<file path="src/rtl/ccd_seq_pkg.sv">
// Shared constants and state type for the CCD readout sequencer and its pixel timer.
package ccd_seq_pkg;

  localparam int DEF_CNT_W  = 4;
  localparam int DEF_PIX_W  = 10;
  localparam int DEF_INT_W  = 16;
  localparam int MIN_PERIOD = 1;

  typedef enum logic [1:0] {
    ST_IDLE  = 2'd0,
    ST_INTEG = 2'd1,
    ST_READ  = 2'd2,
    ST_DONE  = 2'd3
  } seq_state_e;

endpackage

</file>
<file path="src/rtl/ccd_pixel_timer.sv">
// Pixel phase counter: runs 0..max_i and strobes sample_o in the cycle where the phase equals max_i.
module ccd_pixel_timer
  import ccd_seq_pkg::*;
#(
  parameter int CNT_W = DEF_CNT_W
) (
  input  logic             clk_i,
  input  logic             rst_i,
  input  logic             en_i,
  input  logic             clr_i,
  input  logic [CNT_W-1:0] max_i,
  output logic             sample_o
);

  logic [CNT_W-1:0] ph_q, ph_d;
  logic             sample_q, sample_d;

  // The strobe is registered from the next phase so it lines up with the phase it marks.
  always_comb begin
    ph_d     = ph_q;
    sample_d = 1'b0;
    if (clr_i) begin
      ph_d = '0;
    end else if (en_i) begin
      ph_d     = (ph_q == max_i) ? '0 : ph_q + CNT_W'(1);
      sample_d = (ph_d == max_i);
    end
  end

  always_ff @(posedge clk_i) begin
    if (rst_i) begin
      ph_q     <= '0;
      sample_q <= 1'b0;
    end else begin
      ph_q     <= ph_d;
      sample_q <= sample_d;
    end
  end

  assign sample_o = sample_q;

endmodule

</file>
<file path="src/rtl/ccd_readout_sequencer.sv">
// Frame controller: integration window, then n_pix pixel periods of phase-generator readout.
module ccd_readout_sequencer
  import ccd_seq_pkg::*;
#(
  parameter int CNT_W = DEF_CNT_W,
  parameter int PIX_W = DEF_PIX_W,
  parameter int INT_W = DEF_INT_W
) (
  input  logic             clk_i,
  input  logic             rst_i,
  input  logic             start_i,
  input  logic             abort_i,
  input  logic [INT_W-1:0] int_time_i,
  input  logic [PIX_W-1:0] n_pix_i,
  input  logic [CNT_W-1:0] period_i,
  output logic             busy_o,
  output logic             shutter_o,
  output logic             gen_en_o,
  output logic [CNT_W-1:0] max_val_o,
  output logic             sample_o,
  output logic [PIX_W-1:0] pix_idx_o,
  output logic             frame_done_o
);

  localparam logic [1:0] IDLE  = ST_IDLE;
  localparam logic [1:0] INTEG = ST_INTEG;
  localparam logic [1:0] READ  = ST_READ;
  localparam logic [1:0] DONE  = ST_DONE;

  logic [1:0]       state_q, state_d;
  logic [INT_W-1:0] int_cnt_q, int_cnt_d;
  logic [PIX_W-1:0] n_pix_q, n_pix_d;
  logic [PIX_W-1:0] pix_q, pix_d;
  logic [CNT_W-1:0] max_val_q, max_val_d;
  logic             busy_q, shutter_q, gen_en_q, done_q;
  logic [CNT_W-1:0] per_l;
  logic             sample_w;

  assign per_l = (period_i == '0) ? CNT_W'(MIN_PERIOD) : period_i;

  always_comb begin
    state_d   = state_q;
    int_cnt_d = int_cnt_q;
    n_pix_d   = n_pix_q;
    pix_d     = pix_q;
    max_val_d = max_val_q;
    case (state_q)
      IDLE: begin
        if (start_i && !abort_i) begin
          n_pix_d   = n_pix_i;
          max_val_d = per_l;
          int_cnt_d = int_time_i;
          pix_d     = '0;
          if (n_pix_i == '0)         state_d = DONE;
          else if (int_time_i == '0) state_d = READ;
          else                       state_d = INTEG;
        end
      end
      INTEG: begin
        int_cnt_d = int_cnt_q - INT_W'(1);
        if (int_cnt_q <= INT_W'(1)) state_d = READ;
      end
      READ: begin
        if (sample_w) begin
          if (pix_q == n_pix_q - PIX_W'(1)) state_d = DONE;
          else                              pix_d   = pix_q + PIX_W'(1);
        end
      end
      default: begin
        state_d = IDLE;
        pix_d   = '0;
      end
    endcase
    // Abort drops straight to IDLE but keeps the latched period on max_val.
    if (abort_i && state_q != IDLE) begin
      state_d = IDLE;
      pix_d   = '0;
    end
  end

  always_ff @(posedge clk_i) begin
    if (rst_i) begin
      state_q   <= IDLE;
      int_cnt_q <= '0;
      n_pix_q   <= '0;
      pix_q     <= '0;
      max_val_q <= '0;
      busy_q    <= 1'b0;
      shutter_q <= 1'b0;
      gen_en_q  <= 1'b0;
      done_q    <= 1'b0;
    end else begin
      state_q   <= state_d;
      int_cnt_q <= int_cnt_d;
      n_pix_q   <= n_pix_d;
      pix_q     <= pix_d;
      max_val_q <= max_val_d;
      busy_q    <= (state_d != IDLE);
      shutter_q <= (state_d == INTEG);
      gen_en_q  <= (state_d == READ);
      done_q    <= (state_d == DONE);
    end
  end

  // Phase is held at zero outside READ, so entering READ needs no explicit clear.
  ccd_pixel_timer #(.CNT_W(CNT_W)) u_timer (
    .clk_i    (clk_i),
    .rst_i    (rst_i),
    .en_i     (state_q == READ),
    .clr_i    (state_d != READ),
    .max_i    (max_val_q),
    .sample_o (sample_w)
  );

  assign busy_o       = busy_q;
  assign shutter_o    = shutter_q;
  assign gen_en_o     = gen_en_q;
  assign max_val_o    = max_val_q;
  assign sample_o     = sample_w;
  assign pix_idx_o    = pix_q;
  assign frame_done_o = done_q;

endmodule

</file>
<file path="config.mk">
export PLATFORM = sky130hd
export DESIGN_NAME = ccd_readout_sequencer
export DESIGN_NICKNAME = d
export VERILOG_FILES = /design/src/rtl/ccd_seq_pkg.sv /design/src/rtl/ccd_pixel_timer.sv /design/src/rtl/ccd_readout_sequencer.sv
export SDC_FILE = /design/constraint.sdc
export NUM_CORES = 1
export LEC_CHECK = 0
export ABC_AREA = 1
export CORE_MARGIN = 2
export CORE_UTILIZATION = 48
export DETAILED_ROUTE_END_ITERATION = 10
export PLACE_DENSITY_LB_ADDON = 0.3
export SLEW_MARGIN = 20
export SYNTH_ARGS = -nofsm -noshare
export SYNTH_HDL_FRONTEND = slang
export SYNTH_SLANG_ARGS = --single-unit
</file>
<file path="constraint.sdc">
create_clock -name clk_i -period 1.7 [get_ports clk_i]
set_input_delay 0.34 -clock clk_i [delete_from_list [all_inputs] [get_ports clk_i]]
set_output_delay 0.34 -clock clk_i [all_outputs]
set_load 0.1 [all_outputs]
</file>
Word level (Yosys, flattened, before mapping)
Cells that the tools add are included.
- register bits after elaboration: 51
- bits of input ports: 34
- output and inout bits: 19
- word-level logic and storage cells: 62
- add/subtract/negate cells: 4
- order comparisons: 1
- eq/ne operators: 12
- mux-type cells: 16
- bitwise operators: 2
- reductions and logical operators: 16
- operators by type and width (operator ; number):
    16-bit one-hot mux with 2 select lines ; 1
    10-bit two-way mux ; 3
    10-bit one-hot mux with 3 select lines ; 1
    16-bit by 1-bit less-or-equal comparator with 1-bit output (second input constant) ; 1
    16-bit logical NOT ; 1
    16-bit two-way mux ; 1
    16-bit by 1-bit subtractor with 16-bit output (second input constant) ; 1
    2-bit two-way mux ; 7
    10-bit by 1-bit adder with 10-bit output (second input constant) ; 1
    10-bit equality test ; 1
    10-bit logical NOT ; 1
    10-bit by 1-bit subtractor with 10-bit output (second input constant) ; 1
    4-bit equality test ; 2
    4-bit two-way mux ; 2
    2-bit inequality test (second input constant) ; 4
    2-bit equality test (second input constant) ; 3
    2-bit one-hot mux with 3 select lines ; 1
    2-bit nonzero test ; 3
    4-bit by 1-bit adder with 4-bit output (second input constant) ; 1
    2-bit by 1-bit equality test with 1-bit output (second input constant) ; 2
    4-bit logical NOT ; 1
    2-bit AND reduction ; 2
    4-bit AND reduction ; 1
    2-bit OR reduction ; 2
    5 further kinds ; 7

Logic depth before layout (Yosys ltp)
Gate-level depths: netlist (run 1).
- depth in word-level cells: 8
- mapped depth: 14
- mapped depth without buffers: 14

Cells and area by module
Synthesis (run 1) repeated with hierarchy kept, for this count alone.
- cell total of the unflattened synthesis: 525
- area total of the unflattened synthesis: 3278.1 µm²
- modules (own cells, without submodules) (module ; times used ; cells an instance ; area an instance (µm²) ; sequential area each (µm²)):
    ccd_readout_sequencer ; 1 ; 466 ; 2924.1 ; 920.9
    ccd_pixel_timer ; 1 ; 59 ; 354.1 ; 100.1

Worst setup path after synthesis (run 1)
No wires, ideal clock.
- path kind: register -> register
- from: reg pix_q[6], in the netlist pix_idx_o[6]
- to: reg pix_q[0], in the netlist pix_idx_o[0]
- setup time: 0.134 ns
- arrival time: 2.060 ns
- data required time: 1.566 ns
- setup slack: -0.493 ns
- cell stages (with the launch flop): 11
- path buffers: 2
- period minus slack after synthesis: 2.193 ns
- cell sequence: dfxtp_1 > clkbuf_2 > xnor2_1 > inv_1 > nand2_1 > nand3_1 > nor2_2 > nand3_2 > buf_6 > nand3_1 > a21oi_1
- longest elaborated chain between the ends: 3
- ends and longest elaborated chain (what ; line ; RTL):
    from (decl) ; ccd_readout_sequencer.sv:33 ; logic [PIX_W-1:0] pix_q, pix_d;
    from (signal assigned) ; ccd_readout_sequencer.sv:96 ; pix_q <= pix_d;
    10-bit equality test ; ccd_readout_sequencer.sv:65 ; if (pix_q == n_pix_q - PIX_W'(1)) state_d = DONE;
    2-bit inequality test (no line) ; -- ;
    4-bit AND reduction (no line) ; -- ;
Every way passes these cells.
A chain may end at the register's enable or synchronous reset.

Worst setup path in the final report (run 1)
- from: reg n_pix_q[1]
- to: reg shutter_q, in the netlist shutter_o
- longest elaborated chain between the ends: 7
- ends and longest elaborated chain (what ; line ; RTL):
    from (decl) ; ccd_readout_sequencer.sv:32 ; logic [PIX_W-1:0] n_pix_q, n_pix_d;
    from (signal assigned) ; ccd_readout_sequencer.sv:95 ; n_pix_q <= n_pix_d;
    10-bit by 1-bit subtractor with 10-bit output ; ccd_readout_sequencer.sv:65 ;
    10-bit equality test ; ccd_readout_sequencer.sv:65 ;
    2-bit two-way mux ; ccd_readout_sequencer.sv:65 ;
    2-bit two-way mux ; ccd_readout_sequencer.sv:64 ; if (sample_w) begin
    2-bit one-hot mux with 3 select lines ; ccd_readout_sequencer.sv:47 ; case (state_q)
    2-bit two-way mux ; ccd_readout_sequencer.sv:75 ; if (abort_i && state_q != IDLE) begin
    2-bit by 1-bit equality test with 1-bit output ; ccd_readout_sequencer.sv:99 ; shutter_q <= (state_d == INTEG);
    to (signal assigned) ; ccd_readout_sequencer.sv:99 ;
    to (decl) ; ccd_readout_sequencer.sv:35 ; logic busy_q, shutter_q, gen_en_q, done_q;
Every way passes these cells.

==> flow_summary.ini, run 1 <==
[worst_setup_path]
criticalPathCategory = reg -> reg
endpoint_kind = register
worstReg2RegStart = n_pix_q[1]
r2r-end = shutter_o
startpoint = n_pix_q[1]
r2r_setup_slack_ps = -70
worstPathArrival_ps = 2020
ff2ff_path_depth = 10
start_kind = register
crit_required_ps = 1950
crit_fanout = 4

[pwr]
power_mw = 3.38
leakagePower_nw = 1.86
powerDensity_nw_per_um2 = 755
vdd_drop_max_v = 0.000448

[route]
routedWlPerCell_um = 13.6
drt_iter0_drc = 253
drc = 0
totalWireLength_um = 8680
vias = 3459
ant_nets = 0
drtPass1Iterations = 5
via_per_inst = 5.40

[clock_network]
clk_latency_ps = 310
cts_made_buffers = 5
cts_max_level = 2
cts.sinks = 51
clockRootBuffer = clkbuf_8
cts_buffer_depth = 2
clk_pin_slew_worst_paths_ps = 90
cts_tree = done

[logic_synthesis]
synth_cell_type_count = 37
syn_area_um2 = 3120
ys_warn_count = 0
synth_ff_type = dfxtp_1
synth_seq_cells = 51
synth-edff-count = 0
avgSynthCellArea_um2 = 6.55
netlist_top_cells_area = dfxtp_1 33%, nand2_1 12%, nor2_1 8.2%, nand3_1 6.4%, a21oi_1 6.3%
synth_top_area_share_pct = 32.8
postSynth.asyncResetShare_pct = 0
synthesis.instances = 476
synthTopCellsByCount = 98 x nand2_1, 68 x nor2_1, 51 x dfxtp_1, 51 x inv_1, 40 x nand3_1
syn_nets = 515
yosysSeqAreaShare_pct = 32.8
synth_area_leader_cell = dfxtp_1
synth.most_common_cell = nand2_1

[floorplan]
row_count = 29
die_x_um = 84.6
ios = 53
dieArea_um2 = 7150
fp.dieH_um = 84.6
coreArea_um2 = 6310
initial_core_util_pct = 49.3

[sta]
tightest_slew_ps = 434
rsz0062_at_grt = yes
slew_viol_final = 0
fin_ws_ps = -68.7
max_freq_mhz = 565
finalClockSkew_ps = 4.81
period_share_pct = 104
setup-violations-final = 19
relSlewSlack_pct = 71.0
finalCriticalPeriod_ps = 1770
hold_viol = 0

[place]
dp_slack_ps = -201
io_buffers = 52
routabilityCongestion = 0.869
dp_hpwl_um = 6380

[outcome]
status = finished, violations left
violations = setup timing

[global_route]
overflow = 0
grt_pass1_vias = 3224
grt_max_degree = 26
grt_usage_pct = 24.4
antenna_found_initial = 0
grt_pass1_wl_um = 14500

[hold_path]
hp-start = int_cnt_q[1]
holdCritPathClass = reg -> reg
hold_path_depth = 2
whs_endpoint = int_cnt_q[1]

[flow_run]
drv_cap = 0

[layout]
antenna-diode-count = 0
nNetsFinal = 601
area_growth_pct = 43.7
drive_above_1_share_pct = 24.3
==> worst max-delay path by stage <==
stage,slack (ps),end
finish,-70,shutter_o
global route,-220,shutter_o
global placement,-140,busy_o
detailed placement,-200,u_timer.ph_q[3]
floorplan,3,pix_idx_o[4]
CTS,-20,pix_idx_o[8]
==> flip-flops by register name (all words and copies together) (netlist names) <==
register          count
n_pix_q              10
u_timer.sample_o      1
max_val_o             4
state_q               2
frame_done_o          1
pix_idx_o            10
gen_en_o              1
u_timer.ph_q          4
int_cnt_q            16
shutter_o             1
busy_o                1
==> cell usage in the layout (no fill, tap or decap), drive strengths merged <==
master and count:
a22oi 2, nor2 75, nor3 8, nand3b 1
xnor2 11, nor4 3, clkinv 1, o311ai 1
buf 60, dfxtp 51, clkbuf 7, nand2 102
o22ai 2, xor2 13, o31ai 1, nand3 45
ha 5, nor3b 1, a31oi 5, o211ai 1
inv 57, clkdlybuf4s50 33, o21ai 32, a21oi 39
nand4 7
==> kinds of logic after synthesis <==
kind of cell / synth area share (%)
and+or+nand+nor: 34.9
AOI/OAI and AO/OA: 14.1
buffers and inverters: 9.28
DFF: 32.8
xor gates and xnor gates: 6.99
adders and majority gates: 2.01
==> power by group <==
part	total [mW]	switching, mW	internal [mW]
combinational	1.27	0.743	0.522
sequential	1.37	0.0980	1.27
clock	0.747	0.417	0.330
==> metrics by stage <==
stage | area (um^2) | hold WS, ps | setup TNS (ps) | utilization [%] | std cells
6_report | 4480 | 500 | -663 | 70.9 | 640
5_1_grt | 4480 | 530 | -3230 | 70.9 | 640
4_1_cts | 4370 | 499 | -222 | 69.2 | 640
3_5_place_dp | 4200 | 487 | -3280 | 66.6 | 630
3_3_place_gp | 4200 | 474 | -1940 | 66.6 | 630
2_1_floorplan | 3160 | 457 | 0 | - | 476
==> what timing repair did <==
action / CTS / global route
gates resized for setup: 17 / 28
hold endpoints to repair: 0 / 0
hold buffers: 0 / 0
endpoints found under the setup margin: 20 / 32
cloned: 1 / 0
pin swaps: 8 / 12
setup buffers: 1 / 0
==> layout make-up <==
cell class	instances	area, um^2
Inverter	57	219
Multi-Input combinational cell	354	1960
Fill cell	505	1840
Clock buffer	7	86.3
Sequential cell	51	1060
Clock inverter	1	5.00
Tap cell	77	96.3
Timing Repair Buffer	93	1050
==> critical path, stage by stage, from the launching register on <==
cell and delay (ps):
dfxtp_2 340, buf_6 110, nor3_4 200, buf_6 150, nand2_4 50, nor2_4 90, xor2_2 210, nand4_1 230
nand2_1 150, nand2_2 60, nor2_1 90
==> metal layers <==
layer,wire (um),part of all wire (%),global-route usage (%),vias to the layer above
met5,0,0,0,-
met3,473,5.4,4.62,11
met4,85,0.98,5.92,0
met1,3780,44,31.1,1625
li1,-,-,-,1715
met2,4340,50,42.7,108
Note: power is estimated with default switching activity, not from simulation.
==> run 2, diff against run 1 <==
==> constraint.sdc (replaced) <==
create_clock -name clk_i -period 1.7 [get_ports clk_i]
set_input_delay 0.34 -clock clk_i [delete_from_list [all_inputs] [get_ports clk_i]]
set_output_delay 0.34 -clock clk_i [all_outputs]
set_load 0.005 [all_outputs]
==> flow_summary.ini, run 2 (synthesis gave the netlist of run 1 again) <==
[global_route]
grt_pass1_vias = 3098
antenna_found_initial = 0
grt_max_degree = 19
grt_pass1_wl_um = 13700
overflow = 0
grt_usage_pct = 23.3

[sta]
fin_ws_ps = -112
holdWs_ps = 494
slew_viol_final = 0
rsz0062_at_grt = yes
tightest_slew_ps = 357
finalCriticalPeriod_ps = 1810
setup-violations-final = 20
relSlewSlack_pct = 76.0
max_freq_mhz = 552
period_share_pct = 107
hold_viol = 0
finalClockSkew_ps = 9.90

[place]
io_buffers = 52
routabilityCongestion = 0.884
dpl_cell_area_um2 = 4030
dp_hpwl_um = 6420

[layout]
nNetsFinal = 607
fillers = 548
finalCoreUtilization_pct = 67.5
drive_above_1_share_pct = 18.6
largest_reg_flops = 16
finalInstanceArea_um2 = 4260
final_common_cell = nand2_1
layout_common_cells = 96 x nand2_1, 65 x nor2_1, 51 x clkdlybuf4s50_1
largest-register = int_cnt_q
area_growth_pct = 36.9
antenna-diode-count = 0

[route]
via_per_inst = 5.25
totalWireLength_um = 8490
drc = 0
drtPass1Iterations = 5
vias = 3394
routedWlPerCell_um = 13.1
drt_iter0_drc = 182
ant_nets = 0

[worst_setup_path]
start_kind = register
criticalPathCategory = reg -> reg
endpoint_kind = register
critPathBufInv = 2
cp_cell_sequence = buf_6 -> nor3_4 -> nand3_1 -> nand2_1 -> nand2_1 -> nor2_2 -> buf_4 -> nand4_1 -> nand2_1 -> nand2_2 -> nor2_1
crit_top_cell = nand2_1
cpPeakStageDelay_ps = 340
cp_slowest_cell = dfxtp_2
worstPathArrival_ps = 2060
cp_top_family = simple AND/OR/NAND/NOR gates
crit_required_ps = 1950
crit_fanout = 5

[clock_network]
cts_made_buffers = 5
cts_buffer_depth = 2
cts_tree = done
clk_latency_ps = 310
clk_pin_slew_worst_paths_ps = 90
cts.sinks = 51
cts_max_level = 2
clockRootBuffer = clkbuf_8

[pwr]
powerDensity_nw_per_um2 = 779
leakagePower_nw = 1.82
vdd_drop_max_v = 0.000487
power_mw = 3.32

[outcome]
status = finished, violations left
violations = setup timing

[hold_path]
holdCritPathClass = reg -> reg

[floorplan]
coreArea_um2 = 6310
row_count = 29
dieArea_um2 = 7150
ios = 53
die_x_um = 84.6
fp.dieH_um = 84.6
initial_core_util_pct = 49.3

[flow_run]
drv_cap = 0
-- run 2: cell types whose count changed in the layout (fill, tap and decap cells not counted), sizes merged --
cell and delta:
bufinv +1, nand2 -1, clkinv +1, clkbuf -1, inv -1, buf -12
dlymetal6s2s +1, clkdlybuf4s50 +18
-- run 2: worst paths after layout --
kind	to	startpoint	cells past startpoint	slack, ps
setup reg to reg	shutter_o	n_pix_q[1]	11	-110
hold reg to reg	n_pix_q[8]	n_pix_q[8]	2	490
hold / removal	n_pix_q[8]	n_pix_q[8]	2	490
setup / recovery	shutter_o	n_pix_q[1]	11	-110
-- run 2: per-stage QoR --
step	cells	worst slack, ps	setup TNS [ps]
finish	646	-112	-1560
global route	646	-205	-3590
CTS	645	-80.9	-967
detailed placement	636	-242	-3470
global placement	636	-232	-2630
floorplan	476	13.3	0
-- run 2: cell type report --
| cell class | count | area [um^2] | share of cell area [%] |
|---|---|---|---|
| Inverter | 57 | 220 | 5.16 |
| Clock buffer | 6 | 82.6 | 1.94 |
| Sequential cell | 51 | 1030 | 24.2 |
| Timing Repair Buffer | 100 | 923 | 21.7 |
| Clock inverter | 2 | 35.0 | 0.822 |
| Tap cell | 77 | 96.3 | 2.26 |
| Multi-Input combinational cell | 353 | 1870 | 44.0 |
-- run 2: report_power, final --
part | internal [mW] | switching [mW]
Clock | 0.477 | 0.401
Sequential | 1.28 | 0.0884
Combinational | 0.474 | 0.599
-- run 2: worst min-delay path: stages (launching register included) --
cell and delay (ps):
dfxtp_1 330, inv_1 70, a21oi_1 60
-- run 2: per-layer routing --
layer | part of all wire (%) | global-route usage [%] | vias to the layer above
li1 | - | - | 1732
met1 | 44 | 30.1 | 1538
met2 | 49 | 40.6 | 115
met3 | 6.3 | 4.62 | 9
met4 | 0.90 | 4.62 | 0
met5 | 0 | 0 | -
-- run 2: what timing repair did --
action,4_1_cts,5_1_grt
resized for setup,14,22
pin swaps,9,6
cloned,0,0
hold buffers,0,0
endpoints found under the setup margin,22,32
buffers inserted,1,1
